<file path="src/rtl/field_pkg.sv">
// Shared widths and FSM encoding for the field packer slice.
package field_pkg;

   localparam int FIELD_W    = 2;
   localparam int NUM_FIELDS = 4;
   localparam int WORD_W     = FIELD_W * NUM_FIELDS;
   localparam int SEL_W      = $clog2(NUM_FIELDS);
   localparam int CNT_W      = 8;

   typedef enum logic {
      COLLECT = 1'b0,
      HOLD    = 1'b1
   } state_e;

endpackage

</file>
<file path="src/rtl/delivery_counter.sv">
// Counts delivered words and emits a registered one-cycle pulse on wrap-around.
module delivery_counter #(
   parameter int CNT_W = 8
) (
   input  logic             clk,
   input  logic             rst_n,
   input  logic             en,
   output logic [CNT_W-1:0] count,
   output logic             ov
);

   logic [CNT_W-1:0] count_r;
   logic             ov_r;

   // Counter and wrap pulse registers.
   always_ff @(posedge clk or negedge rst_n) begin
      if (!rst_n) begin
         count_r <= {CNT_W{1'b0}};
         ov_r    <= 1'b0;
      end else if (en) begin
         count_r <= count_r + {{(CNT_W-1){1'b0}}, 1'b1};
         ov_r    <= (count_r == {CNT_W{1'b1}});
      end else begin
         ov_r    <= 1'b0;
      end
   end

   assign count = count_r;
   assign ov    = ov_r;

endmodule

</file>
<file path="src/rtl/field_packer.sv">
// Collects tagged fields into one word and offers the word on a valid/ready port.
module field_packer
   import field_pkg::*;
#(
   parameter int FIELD_W    = field_pkg::FIELD_W,
   parameter int NUM_FIELDS = field_pkg::NUM_FIELDS
) (
   input  logic                          clk,
   input  logic                          RST,
   input  logic [FIELD_W-1:0]            field,
   input  logic [$clog2(NUM_FIELDS)-1:0] select,
   input  logic                          in_valid,
   output logic                          in_ready,
   output logic [FIELD_W*NUM_FIELDS-1:0] result,
   output logic                          out_valid,
   input  logic                          out_ready,
   output logic [NUM_FIELDS-1:0]         mask,
   output logic                          dup,
   output logic [CNT_W-1:0]              count,
   output logic                          OV
);

   localparam int WORD_BITS = FIELD_W * NUM_FIELDS;

   state_e                 state_r;
   state_e                 state_nxt_s;
   logic [WORD_BITS-1:0]   result_r;
   logic [WORD_BITS-1:0]   result_nxt_s;
   logic [NUM_FIELDS-1:0]  mask_r;
   logic [NUM_FIELDS-1:0]  mask_nxt_s;
   logic                   dup_r;
   logic                   dup_nxt_s;
   logic                   xfer_s;

   // Slice write decode, completion detect and transfer handling.
   always_comb begin
      state_nxt_s  = state_r;
      result_nxt_s = result_r;
      mask_nxt_s   = mask_r;
      dup_nxt_s    = 1'b0;
      xfer_s       = 1'b0;
      case (state_r)
         COLLECT: begin
            if (in_valid) begin
               result_nxt_s[int'(select)*FIELD_W +: FIELD_W] = field;
               mask_nxt_s[select] = 1'b1;
               dup_nxt_s          = mask_r[select];
               if (&mask_nxt_s) begin
                  state_nxt_s = HOLD;
               end else begin
                  state_nxt_s = COLLECT;
               end
            end else begin
               state_nxt_s = COLLECT;
            end
         end
         HOLD: begin
            // Word is frozen here; only the downstream handshake moves it on.
            if (out_ready) begin
               result_nxt_s = {WORD_BITS{1'b0}};
               mask_nxt_s   = {NUM_FIELDS{1'b0}};
               xfer_s       = 1'b1;
               state_nxt_s  = COLLECT;
            end else begin
               state_nxt_s  = HOLD;
            end
         end
         default: begin
            state_nxt_s = COLLECT;
         end
      endcase
   end

   // State, word, mask and duplicate-pulse registers.
   always_ff @(posedge clk or negedge RST) begin
      if (!RST) begin
         state_r  <= COLLECT;
         result_r <= {WORD_BITS{1'b0}};
         mask_r   <= {NUM_FIELDS{1'b0}};
         dup_r    <= 1'b0;
      end else begin
         state_r  <= state_nxt_s;
         result_r <= result_nxt_s;
         mask_r   <= mask_nxt_s;
         dup_r    <= dup_nxt_s;
      end
   end

   delivery_counter #(
      .CNT_W (CNT_W)
   ) u_delivery_counter (
      .clk   (clk),
      .rst_n (RST),
      .en    (xfer_s),
      .count (count),
      .ov    (OV)
   );

   assign in_ready  = (state_r == COLLECT);
   assign out_valid = (state_r == HOLD);
   assign result    = result_r;
   assign mask      = mask_r;
   assign dup       = dup_r;

endmodule

</file>
<file path="config.mk">
export PLATFORM = sky130hd
export DESIGN_NAME = field_packer
export DESIGN_NICKNAME = d
export VERILOG_FILES = /design/src/rtl/field_pkg.sv /design/src/rtl/delivery_counter.sv /design/src/rtl/field_packer.sv
export SDC_FILE = /design/constraint.sdc
export NUM_CORES = 1
export LEC_CHECK = 0
export BUFFER_PORTS_ARGS = -buffer_cell sky130_fd_sc_hd__buf_2
export CAP_MARGIN = 5
export CORE_AREA = 2 2 53 55
export CTS_CLUSTER_SIZE = 14
export DETAILED_ROUTE_END_ITERATION = 6
export DIE_AREA = 0 0 55 57
export GPL_TIMING_DRIVEN = 0
export PLACE_DENSITY = 0.66
export SLEW_MARGIN = 0
export SYNTH_ARGS = -nofsm -noshare
export SYNTH_HDL_FRONTEND = slang
export SYNTH_SLANG_ARGS = --single-unit
</file>
<file path="constraint.sdc">
create_clock -name clk -period 2.8 [get_ports clk]
set_input_delay 0.14 -clock clk [delete_from_list [all_inputs] [get_ports clk]]
set_output_delay 0.14 -clock clk [all_outputs]
set_load 0.03 [all_outputs]
</file>
==> flow_metrics.env <==
export IMPL_drtIter0Drc=10
export IMPL_clkTransAtPathRegs_ns=0.12
export IMPL_dieHeight_um=57
export IMPL_rr_worst_depth=4
export IMPL_fin_util_pct=51.0
export IMPL_cts_tree="done"
export IMPL_hp_class="in -> reg"
export IMPL_slowest_stage="dfrtp_1"
export IMPL_timing_rr_start="out_valid"
export IMPL_dieArea_um2=3140
export IMPL_final_area_um2=1330
export IMPL_place_ws_ns=1.38
export IMPL_maxSlewViolCount=0
export IMPL_place_area_um2=1300
export IMPL_synthArstFlopShare_pct=100
export IMPL_status="finished, final reports clean"
export IMPL_synth_edf_count=0
export IMPL_synthesis_nets=111
export IMPL_ys_flop_type="dfrtp_1"
export IMPL_intPower_mw=0.643
export IMPL_hold_viol_final=0
export IMPL_io_pins=32
export IMPL_n_antenna_cell=0
export IMPL_drive_gt1_share_pct=29.5
export IMPL_timing_final_ws_setup_ns=1.57
export IMPL_p_seq_share_pct=43.7
export IMPL_insertion_delay_ns=0.30
export IMPL_required_ns=3.01
export IMPL_grt_pass1_vias=815
export IMPL_slew_headroom_pct=65.9
export IMPL_ir_drop_uv=591
export IMPL_dp_cells=158
export IMPL_clock_root_buffer="clkbuf_4"
export IMPL_crit_path_start="out_valid"
export IMPL_rsz0062_at_grt="no"
export IMPL_max_freq_ghz=0.810
export IMPL_holdWs_ns=0.0394
export IMPL_synth_ff_latch_count=23
export IMPL_hold_buffers=1
export IMPL_finalSetupViolations=0
export IMPL_p_total_mw=1.16
export IMPL_r2r_end="result[7]"
export IMPL_cts_setup_buffers=0
export IMPL_p_sw_mw=0.513
export IMPL_switching_share_pct=44.4
export IMPL_pwr_share_comb_pct=43.3
export IMPL_cts_buffers=3
export IMPL_wl_per_cell_um=13.6
export IMPL_ys_types=26
export IMPL_clockBufferDepth=2
export IMPL_grt_pass1_wl_um=3710
export IMPL_netlist_area_um2=1100
export IMPL_yosysWarnings=0
export IMPL_num_vias=865
export IMPL_endpoint="result[7]"
export IMPL_p_leak_nw=0.696
export IMPL_drc=0
export IMPL_final_nets=148
export IMPL_syn2layout_area_growth_pct=20.9
export IMPL_rows=19
export IMPL_syn_inst=96
export IMPL_cpPeakStageDelay_ns=0.47
export IMPL_htreeDepth=1
export IMPL_final_instance_count_excl_fill=163
export IMPL_cts_resized=0
export IMPL_firstDrtPassIters=5
export IMPL_port_buffers=31
export IMPL_grt_overflow=0
export IMPL_antenna_found_initial=0
export IMPL_fill_cells=267
export IMPL_crit_chain="nor2b_1 -> buf_4 -> a21oi_1 -> a22o_1"
export IMPL_grt_max_degree=24
export IMPL_crit_arrival_ns=1.44
export IMPL_clkPwrFrac_pct=13.0
export IMPL_rrSetupSlack_ns=1.57
export IMPL_timing_final_crit_share_pct=44.1
export IMPL_crit_path_max_fanout=10
export IMPL_critPathCaptureType="flip-flop"
export IMPL_critPathLaunchType="flip-flop"
export IMPL_avgViaCountPerCell=5.31
export IMPL_final_setup_tns_ns=0
export IMPL_finalWirelength_um=2210
export IMPL_place_congestion=0.763
export IMPL_die_width_um=55
export IMPL_initial_core_util_pct=42.2
export IMPL_critical_path_class="reg -> reg"
export IMPL_maxCapViolCount=0
export IMPL_fin_skew_ns=0.00165
export IMPL_avgSynthCellArea_um2=11.5
export IMPL_period_minus_slack_ns=1.23
export IMPL_power_density_nw_per_um2=868
export IMPL_ys_seq_area_share_pct=52.2
export IMPL_worstMarginPinSlew_ns=0.512
export IMPL_min_path_cells=2
export IMPL_cts_sinks=23
export IMPL_core_um2=2620
export IMPL_ant_nets=0
export IMPL_grt_use_total_pct=16.2
==> kinds of logic (layout without fill, tap and decap cells) <==
group / count (synthesis) / after routing / share of synthesized area, %
and+or+nand+nor: 35 / 35 / 18.2
DFF: 23 / 23 / 52.2
AOI/OAI and AO/OA: 18 / 18 / 11.4
adders and majority gates: 7 / 7 / 7.95
xor gates and xnor gates: 7 / 7 / 5.56
buffers and inverters: 5 / 41 / 2.72
muxes: 1 / 1 / 2.04
==> power by group through the flow <==
stage | Combinational [mW] | Clock (mW) | Sequential, mW
2_1_floorplan | 0.190 | 0 | 0.668
3_3_place_gp | 0.499 | 0 | 0.508
3_5_place_dp | 0.506 | 0 | 0.513
4_1_cts | 0.508 | 0.158 | 0.507
5_1_grt | 0.549 | 0.172 | 0.522
6_report | 0.501 | 0.150 | 0.505
==> cell usage in the layout, fill, tap and decap left out, types with 5 or more instances in the layout <==
cell type,netlist,layout
dfrtp_1,23,23
ha_1,7,7
nand2_1,8,8
buf_2,0,31
nand4_1,7,7
nor2_1,7,7
a21oi_1,5,5
xnor2_1,6,6
a22o_1,6,6
==> Yosys cell counts (2+ instances only) <==
cell type	instances	area share, %
xnor2_1	6	4.8
nand2_1	8	2.7
nor2b_1	2	1.1
inv_1	3	1.0
nand4_1	7	4.0
ha_1	7	7.9
o21ai_0	3	1.4
nor2_1	7	2.4
and3_1	2	1.1
a21oi_1	5	2.3
a22o_1	6	4.8
and2_1	2	1.1
dfrtp_1	23	52
nor3b_1	2	1.4
and4_1	2	1.6
==> area by class of cell <==
class | count | area [um^2] | share of cell area (%)
flip-flops and latches | 23 | 576 | 43.2
multi-input cells | 68 | 497 | 37.3
repair buffers | 32 | 165 | 12.4
well taps | 31 | 38.8 | 2.91
clock buffers | 4 | 26.3 | 1.97
plain buffers | 2 | 18.8 | 1.41
inverters | 3 | 11.3 | 0.845
==> registers in the layout (all words and copies together), names as in the netlist <==
| signal | flops |
|---|---|
| u_delivery_counter.ov | 1 |
| out_valid | 1 |
| mask | 4 |
| u_delivery_counter.count | 8 |
| dup | 1 |
| result | 8 |
==> critical path, delay by kind of cell (launching register included) <==
family          cells  cell delay [ns]
compound gates      2             0.34
buf+inv             1             0.18
flops               1             0.47
simple gates        1             0.16
==> worst min path at each step <==
stage                                       end  slack [ns]       from
finish                                out_valid        0.04  out_ready
detailed placement  u_delivery_counter.count[3]        0.14        RST
global placement    u_delivery_counter.count[2]        0.13        RST
global route                          out_valid        0.02  out_ready
floorplan                                   dup       -0.16        RST
CTS                                   out_valid        0.02  out_ready
==> layer usage <==
metal  up-vias  track usage, %  wire length, um
met1       420            21.5             1020
met3         2            3.14              110
met4         0            6.27               17
li1        416               -                -
met2        27            25.9             1070
met5         -               0                0
No activity file was read; power rests on OpenSTA's default activity.
